==> config.mk <==
export PLATFORM = sky130hd
export DESIGN_NAME = noc_inject_scheduler
export DESIGN_NICKNAME = d
export VERILOG_FILES = /design/src/rtl/noc_inject_scheduler.sv
export SDC_FILE = /design/constraint.sdc
export NUM_CORES = 1
export LEC_CHECK = 0
export ABC_AREA = 1
export CAP_MARGIN = 20
export CORE_ASPECT_RATIO = 1.75
export CORE_MARGIN = 5
export CORE_UTILIZATION = 39
export DETAILED_ROUTE_END_ITERATION = 16
export PLACE_DENSITY = 0.85
export REMOVE_ABC_BUFFERS = 1
export SETUP_SLACK_MARGIN = 0.2
export SLEW_MARGIN = 10
export SYNTH_ARGS = -nofsm -noshare
export SYNTH_HDL_FRONTEND = slang
export SYNTH_SLANG_ARGS = --single-unit
==> constraint.sdc <==
create_clock -name clk -period 6.3 [get_ports clk]
set_input_delay 1.26 -clock clk [delete_from_list [all_inputs] [get_ports clk]]
set_output_delay 1.26 -clock clk [all_outputs]
set_load 0.1 [all_outputs]
==> src/rtl/noc_inject_scheduler.sv <==
// Injection scheduler for one CONNECT send port: round-robin packet arbitration
// with a wormhole lock, per-VC credit tracking and a registered flit output.
module noc_inject_scheduler #(
  parameter int NUM_REQ = 2,
  parameter int NUM_VCS = 2,
  parameter int VC_W    = 1,
  parameter int DEST_W  = 5,
  parameter int DATA_W  = 32,
  parameter int CREDITS = 8,
  parameter int CNT_W   = 4
) (
  input  logic                            clk,
  input  logic                            reset,
  input  logic [NUM_REQ-1:0]              req_valid,
  input  logic [NUM_REQ-1:0]              req_tail,
  input  logic [NUM_REQ*DEST_W-1:0]       req_dest,
  input  logic [NUM_REQ*DATA_W-1:0]       req_data,
  output logic [NUM_REQ-1:0]              req_ready,
  output logic [2+DATA_W+DEST_W+VC_W-1:0] flit_out,
  output logic                            flit_out_en,
  input  logic [VC_W:0]                   credit_in,
  output logic [NUM_VCS*CNT_W-1:0]        credit_cnt,
  output logic                            busy,
  output logic                            credit_err
);

  localparam int PTR_W  = (NUM_REQ > 1) ? $clog2(NUM_REQ) : 1;
  localparam int FLIT_W = 2 + DATA_W + DEST_W + VC_W;

  typedef enum logic {
    ST_IDLE,
    ST_LOCKED
  } state_e;

  state_e              state_q, state_d;
  logic [PTR_W-1:0]    rr_ptr_q, rr_ptr_d;
  logic [PTR_W-1:0]    owner_q, owner_d;
  logic [CNT_W-1:0]    credit_q [NUM_VCS];
  logic [CNT_W-1:0]    credit_d [NUM_VCS];
  logic                credit_err_q, credit_err_d;
  logic [FLIT_W-1:0]   flit_q, flit_d;
  logic                flit_en_q, flit_en_d;

  logic [NUM_REQ-1:0]  eligible;
  logic                grant_found;
  logic [PTR_W-1:0]    grant_idx;
  logic                accept;
  int                  cand;
  logic [NUM_VCS-1:0]  inc_vc;
  logic [NUM_VCS-1:0]  dec_vc;

  function automatic logic [VC_W-1:0] vc_of(input int r);
    return VC_W'(r % NUM_VCS);
  endfunction

  // NOTE: every signal written in a combinational block gets a default first,
  // so no path leaves it unassigned and no latch is inferred.
  always_comb begin
    eligible = '0;
    for (int r = 0; r < NUM_REQ; r++) begin
      eligible[r] = req_valid[r] && (credit_q[r % NUM_VCS] != '0);
    end
  end

  // While locked only the owner may advance; otherwise search circularly from rr_ptr.
  always_comb begin
    grant_found = 1'b0;
    grant_idx   = '0;
    cand        = 0;
    if (state_q == ST_LOCKED) begin
      grant_found = eligible[owner_q];
      grant_idx   = owner_q;
    end else begin
      for (int i = 0; i < NUM_REQ; i++) begin
        cand = (int'(rr_ptr_q) + i) % NUM_REQ;
        if (!grant_found && eligible[cand]) begin
          grant_found = 1'b1;
          grant_idx   = PTR_W'(cand);
        end
      end
    end
  end

  assign accept = grant_found && !reset;

  always_comb begin
    req_ready = '0;
    if (accept) begin
      req_ready[grant_idx] = 1'b1;
    end
  end

  always_comb begin
    state_d  = state_q;
    rr_ptr_d = rr_ptr_q;
    owner_d  = owner_q;
    flit_d   = '0;
    flit_en_d = 1'b0;
    if (accept) begin
      flit_en_d = 1'b1;
      flit_d    = {1'b1, req_tail[grant_idx],
                   req_dest[grant_idx*DEST_W +: DEST_W],
                   vc_of(int'(grant_idx)),
                   req_data[grant_idx*DATA_W +: DATA_W]};
      if (req_tail[grant_idx]) begin
        state_d  = ST_IDLE;
        rr_ptr_d = (grant_idx == PTR_W'(NUM_REQ - 1)) ? '0 : grant_idx + PTR_W'(1);
      end else begin
        state_d = ST_LOCKED;
        owner_d = grant_idx;
      end
    end
  end

  // A return and a send on the same VC cancel; a return onto a full VC is an error.
  always_comb begin
    credit_err_d = credit_err_q;
    inc_vc       = '0;
    dec_vc       = '0;
    for (int v = 0; v < NUM_VCS; v++) begin
      inc_vc[v]   = credit_in[VC_W] && (credit_in[VC_W-1:0] == VC_W'(v));
      dec_vc[v]   = accept && (vc_of(int'(grant_idx)) == VC_W'(v));
      credit_d[v] = credit_q[v];
      if (inc_vc[v] && !dec_vc[v]) begin
        if (credit_q[v] == CNT_W'(CREDITS)) begin
          credit_err_d = 1'b1;
        end else begin
          credit_d[v] = credit_q[v] + CNT_W'(1);
        end
      end else if (dec_vc[v] && !inc_vc[v]) begin
        credit_d[v] = credit_q[v] - CNT_W'(1);
      end
    end
  end

  // NOTE: sequential state uses non-blocking assignments so every flop samples
  // the pre-edge values of the others, independent of statement order.
  always_ff @(posedge clk) begin
    if (reset) begin
      state_q      <= ST_IDLE;
      rr_ptr_q     <= '0;
      owner_q      <= '0;
      credit_err_q <= 1'b0;
      flit_q       <= '0;
      flit_en_q    <= 1'b0;
      for (int v = 0; v < NUM_VCS; v++) begin
        credit_q[v] <= CNT_W'(CREDITS);
      end
    end else begin
      state_q      <= state_d;
      rr_ptr_q     <= rr_ptr_d;
      owner_q      <= owner_d;
      credit_err_q <= credit_err_d;
      flit_q       <= flit_d;
      flit_en_q    <= flit_en_d;
      for (int v = 0; v < NUM_VCS; v++) begin
        credit_q[v] <= credit_d[v];
      end
    end
  end

  always_comb begin
    credit_cnt = '0;
    for (int v = 0; v < NUM_VCS; v++) begin
      credit_cnt[v*CNT_W +: CNT_W] = credit_q[v];
    end
  end

  assign flit_out    = flit_q;
  assign flit_out_en = flit_en_q;
  assign busy        = (state_q == ST_LOCKED);
  assign credit_err  = credit_err_q;

endmodule

==> results.py, run 1 <==
metrics = {
    "outcome": {
        "status": "finished clean",
    },
    "sta": {
        "slew_headroom_pct": 30.1,
        "hold_violations": 0,
        "fmax_ghz": 0.219,
        "fin_ws_ns": 1.72,
        "rsz0062_at_grt": "no",
        "fin_crit_sh_pct": 72.6,
        "setup_tns_ns": 0,
        "clock_skew_ns": 0.0141,
        "tightest_slew_ns": 1.05,
        "finalMaxSlewViolations": 0,
        "fin_crit_ns": 4.58,
        "setup_viol": 0,
    },
    "setup_path": {
        "r2r-start": "credit_q[0][0]",
        "slowest_delay_ns": 0.48,
        "ff2ff_path_depth": 15,
        "worst-path-stages": 8,
        "cp.buffers_inverters": 4,
        "crit_type": "in2out",
        "setup.worst_path.end_class": "output port",
        "cp-startpoint": "req_valid[0]",
        "worstPathRequired_ns": 5.04,
        "crit_fanout": 38,
        "cp.arrival_ns": 3.32,
        "path_cells": "clkdlybuf4s50_1 -> inv_1 -> a21oi_2 -> nand2_1 -> a21oi_4 -> nand2_4 -> inv_2 -> buf_4",
        "cp_top_family": "buffers and inverters",
        "cp-start-kind": "primary input",
        "crit_slowest_cell": "clkdlybuf4s50_1",
    },
    "clocking": {
        "clock_latency_ns": 0.30,
        "cts_buffer_depth": 2,
        "h-tree-depth": 2,
        "clockRootBuffer": "clkbuf_8",
        "cts_buffers": 5,
        "hold_buffers": 0,
        "numClockSinks": 52,
        "postCtsSetupBuffers": 0,
        "cts_resized": 0,
        "path_clk_slew_ns": 0.10,
        "cts_tree": "built",
    },
    "logic_synthesis": {
        "ys_ff_latch": 52,
        "synth_area_um2": 2100,
        "synth_xor_area_share_pct": 0.833,
        "synth_compound_gate_area_share_pct": 20.2,
        "synth_top_family_by_area": "compound AO/OA/AOI/OAI gates",
        "synthSimpleGateAreaFrac_pct": 16.1,
        "synthMuxAreaShare_pct": 0,
        "avgSynthCellArea_um2": 9.43,
        "yosysSeqAreaShare_pct": 49.5,
        "syn_inst": 223,
        "ys_warn_count": 0,
        "synth.distinct_cells": 27,
        "synth-adder-area-share_pct": 4.29,
    },
    "worst_hold_path": {
        "hold_depth": 2,
        "hp-class": "reg2reg",
        "hold_start": "rr_ptr_q",
    },
    "detailed_routing": {
        "vias": 2014,
        "final_antenna_net_count": 0,
        "drc": 0,
        "via_per_inst": 4.90,
        "drt-initial-drc-count": 175,
        "wire_per_inst_um": 15.5,
        "drt-pass1-iter-count": 4,
        "routed_wl_um": 6390,
    },
    "grt": {
        "grt_use_total_pct": 17.9,
        "first_global_vias": 1970,
        "grt_max_degree": 40,
        "grt_pass1_wl_um": 9610,
        "gr-total-overflow": 0,
        "antenna_found_initial": 0,
    },
    "die": {
        "coreArea_um2": 5260,
        "die_h_um": 107,
        "rows": 35,
        "dieArea_um2": 7020,
        "io_pins": 135,
        "die_w_um": 65.5,
        "start_util_pct": 40.0,
    },
    "layout": {
        "syn2layout_area_growth_pct": 66.7,
        "post-route-util_pct": 66.7,
        "design_area_um2": 3500,
        "antennaDiodeCount": 0,
        "final_common_cell": "clkdlybuf4s50_1",
        "fillCellCount": 427,
        "layout.nets": 443,
        "drive_gt1_share_pct": 6.74,
        "final_cell_mix": "clkdlybuf4s50_1, dfxtp_1, nand2_1",
        "final_cells": 411,
    },
    "power_and_ir_drop": {
        "p_clk_share_pct": 15.4,
        "p_comb_share_pct": 51.9,
        "internal_power_uw": 630,
        "power_density_nw_per_um2": 349,
        "peakVddDrop_uv": 174,
        "p_leak_nw": 1.50,
        "p_sw_share_pct": 48.4,
        "power_switching_uw": 592,
        "seqPwrFrac_pct": 32.8,
    },
    "job": {
        "cap_violations": 0,
    },
    "placement": {
        "placed_area_um2": 3410,
        "portBuffers": 134,
        "dpl.hpwl_um": 5210,
        "placed_cells": 403,
        "gp_congestion": 0.814,
        "dp_slack_ns": 1.72,
    },
}
power by group through the flow:
| stage | logic (mW) | registers, mW | clock network (mW) |
|---|---|---|---|
| 2_1_floorplan | 0.136 | 0.732 | 0 |
| 3_3_place_gp | 0.629 | 0.407 | 0 |
| 3_5_place_dp | 0.636 | 0.409 | 0 |
| 4_1_cts | 0.638 | 0.401 | 0.193 |
| 5_1_grt | 0.663 | 0.408 | 0.213 |
| 6_report | 0.634 | 0.401 | 0.188 |
layout make-up:
type / count / area [µm²] / share of cell area (%)
multi-input cells: 137 / 872 / 24.9
well taps: 55 / 68.8 / 1.96
clock buffers: 5 / 68.8 / 1.96
repair buffers: 134 / 1340 / 38.1
clock inverters: 3 / 21.3 / 0.607
flip-flops and latches: 52 / 1040 / 29.7
inverters: 25 / 96.3 / 2.75
per-layer routing:
metal	global-route usage (%)	wire length, µm	up-vias
met5	0	0	-
met1	18.5	2210	911
li1	-	-	1022
met2	34.0	3600	74
met3	5.24	492	7
met4	4.90	78	0
state kept, by name, indices dropped and copies added, names as in the netlist:
signal,count
busy,1
rr_ptr_q,1
credit_err,1
credit_q,8
owner_q,1
flit_out,40
final timing paths:
kind | slack [ns] | to
max | 1.72 | req_ready[1]
min | 0.48 | rr_ptr_q
max reg2reg | 3.84 | credit_q[0][7]
min reg2reg | 0.48 | rr_ptr_q
worst min-delay path: stages (launching register included):
cell and delay, ns:
dfxtp_1 0.33, nand2_1 0.06, a21oi_1 0.05
cell families (layout without fill, tap and decap cells):
family | Yosys count | in the layout
xor+xnor | 2 | 2
flops | 52 | 52
simple gates | 77 | 77
compound gates | 52 | 52
buf+inv | 34 | 167
fa+ha+maj | 6 | 6
cell usage after synthesis:
master	count	area, µm²
a31oi_1	2	12.5
inv_2	4	15.0
nand3_1	13	65.1
nand3b_1	1	7.51
buf_6	4	45.0
inv_4	1	6.26
a21boi_2	1	11.3
nand2_4	2	22.5
a22o_1	37	324
dfxtp_1	52	1040
nand2_1	38	143
a21oi_2	1	8.76
ha_1	4	50.1
nand4_1	2	12.5
buf_2	2	10.0
xor2_1	2	17.5
o21bai_1	1	7.51
nand2_2	3	18.8
o21ai_0	5	25.0
or2_2	1	6.26
buf_4	1	7.51
inv_1	20	75.1
a21oi_1	4	20.0
a21oi_4	1	16.3
nor2_1	17	63.8
buf_8	2	30.0
fa_1	2	40.0
stage by stage:
step	hold slack [ns]	power (mW)
4_1_cts	0.482	1.23
5_1_grt	0.534	1.28
3_5_place_dp	0.468	1.04
2_1_floorplan	0.434	0.868
3_3_place_gp	0.448	1.04
6_report	0.477	1.22
Power figures use the tool's default switching activity.
==> inputs of run 2 (changes only) <==
- CORE_UTILIZATION: 39 -> 33
- PLACE_DENSITY: 0.85 -> 0.77
- clock period: 6.3 -> 4.2 ns (I/O delays scaled with it)
==> run 2 against run 1 <==
Sequential share of layout area fell by 0.58 points; flip-flop and latch count unchanged; global-route usage fell by 2.9 points; largest cell class unchanged; worst hold slack hardly changed.
==> results.py, run 2 (synthesized netlist as in run 1, its figures left out) <==
metrics = {
    "outcome": {
        "status": "finished clean",
    },
    "die": {
        "die_w_um": 70.3,
        "dieArea_um2": 8130,
        "coreArea_um2": 6230,
        "rows": 38,
        "start_util_pct": 33.7,
        "die_h_um": 116,
        "io_pins": 135,
    },
    "layout": {
        "fillCellCount": 555,
        "register_area_um2": 1040,
        "drive_gt1_share_pct": 6.98,
        "syn2layout_area_growth_pct": 70.1,
        "design_area_um2": 3570,
        "largest_reg_flops": 40,
        "final_common_cell": "clkdlybuf4s50_1",
        "multiInputGateArea_um2": 872,
        "layout.nets": 445,
        "final_cell_mix": "clkdlybuf4s50_1, dfxtp_1, nand2_1",
        "final_cells": 438,
        "antennaDiodeCount": 0,
    },
    "clocking": {
        "h-tree-depth": 2,
        "cts_buffer_depth": 2,
        "numClockSinks": 52,
        "clockRootBuffer": "clkbuf_8",
        "clock_latency_ns": 0.31,
        "cts_resized": 0,
        "hold_buffers": 0,
        "path_clk_slew_ns": 0.09,
        "cts_buffers": 5,
        "postCtsSetupBuffers": 0,
        "cts_tree": "built",
    },
    "placement": {
        "placed_cells": 430,
        "gp_congestion": 0.833,
        "dp_slack_ns": 0.936,
        "portBuffers": 134,
        "dpl.hpwl_um": 5170,
        "placed_area_um2": 3490,
    },
    "setup_path": {
        "setup.worst_path.end_class": "output port",
        "cp.arrival_ns": 2.28,
        "crit_fanout": 8,
        "worstReg2RegEnd": "credit_q[0][7]",
        "ff2ff_path_depth": 15,
        "r2r-start": "credit_q[0][0]",
        "cp-startpoint": "req_valid[0]",
        "cp-start-kind": "primary input",
        "crit_type": "in2out",
        "reg2reg_slack_ns": 1.76,
        "worstPathRequired_ns": 3.36,
    },
    "sta": {
        "setup_viol": 0,
        "fin_ws_ns": 1.08,
        "finalMaxSlewViolations": 0,
        "slew_headroom_pct": 31.1,
        "fin_crit_sh_pct": 74.2,
        "hold_violations": 0,
        "setup_tns_ns": 0,
        "fin_crit_ns": 3.12,
        "clock_skew_ns": 0.00478,
        "rsz0062_at_grt": "no",
        "fmax_ghz": 0.321,
        "tightest_slew_ns": 1.03,
    },
    "power_and_ir_drop": {
        "p_leak_nw": 1.52,
        "p_comb_share_pct": 52.0,
        "power_density_nw_per_um2": 519,
        "p_sw_share_pct": 48.5,
        "internal_power_uw": 955,
        "p_clk_share_pct": 15.6,
        "seqPwrFrac_pct": 32.4,
        "power_switching_uw": 898,
        "peakVddDrop_uv": 282,
    },
    "detailed_routing": {
        "vias": 2070,
        "drt-initial-drc-count": 51,
        "routed_wl_um": 6520,
        "drc": 0,
        "final_antenna_net_count": 0,
        "via_per_inst": 4.73,
        "wire_per_inst_um": 14.9,
        "drt-pass1-iter-count": 4,
    },
    "grt": {
        "first_global_vias": 1976,
        "grt_max_degree": 39,
        "grt_use_total_pct": 15.1,
        "antenna_found_initial": 0,
        "grt_pass1_wl_um": 9490,
        "gr-total-overflow": 0,
    },
    "worst_hold_path": {
        "hold_start": "rr_ptr_q",
        "whs_endpoint": "rr_ptr_q",
        "hold_depth": 2,
        "hp-class": "reg2reg",
    },
    "job": {
        "cap_violations": 0,
    },
}
run 2: changes by cell type in the layout (fill, tap and decap cells not counted):
cell,before,now
clkbuf_1,0,1
buf_12,0,2
inv_6,1,0
clkinv_4,0,1
clkinv_2,1,0
run 2: how the worst max path moves through the flow:
stage	to	slack (ns)	cells after the start
6_report	req_ready[0]	1.08	8
5_1_grt	req_ready[1]	0.99	8
4_1_cts	req_ready[0]	1.07	8
3_5_place_dp	credit_q[0][7]	0.94	16
3_3_place_gp	credit_q[0][3]	1.05	16
2_1_floorplan	req_ready[1]	0.97	6
run 2: layout make-up:
cell class,count,area share (%)
timing repair buffer,136,38.5
sequential,52,29.1
multi-input combinational,137,24.4
tap,80,2.80
inverter,25,2.70
clock buffer,6,2.03
clock inverter,2,0.455
run 2: critical path: stages:
cell,delay [ns]
clkdlybuf4s50_1,0.48
inv_1,0.05
a21oi_2,0.11
nand2_1,0.10
a21oi_4,0.30
nand2_4,0.11
inv_4,0.10
buf_12,0.17
run 2: layer usage:
layer  track usage, %  vias up  wire [µm]
met5                0        -          0
met3             4.17       13        419
met2             28.6       81       3580
met4             7.54        0        165
li1                 -     1021          -
met1             14.7      955       2350
run 2: through the flow:
stage                     power, mW  utilization, %  hold slack [ns]
after floorplan                1.30               -            0.434
after global placement         1.57            56.0            0.453
after detailed placement       1.58            56.0            0.466
after CTS                      1.87            57.4            0.479
after global routing           1.93            57.4            0.502
final                          1.85            57.4            0.478
run 2: power groups by stage:
| stage | clock network (mW) | logic (mW) | registers, mW |
|---|---|---|---|
| finish | 0.289 | 0.965 | 0.600 |
| global route | 0.316 | 1.01 | 0.608 |
| CTS | 0.301 | 0.970 | 0.601 |
| detailed placement | 0 | 0.967 | 0.612 |
| global placement | 0 | 0.959 | 0.610 |
| floorplan | 0 | 0.205 | 1.10 |
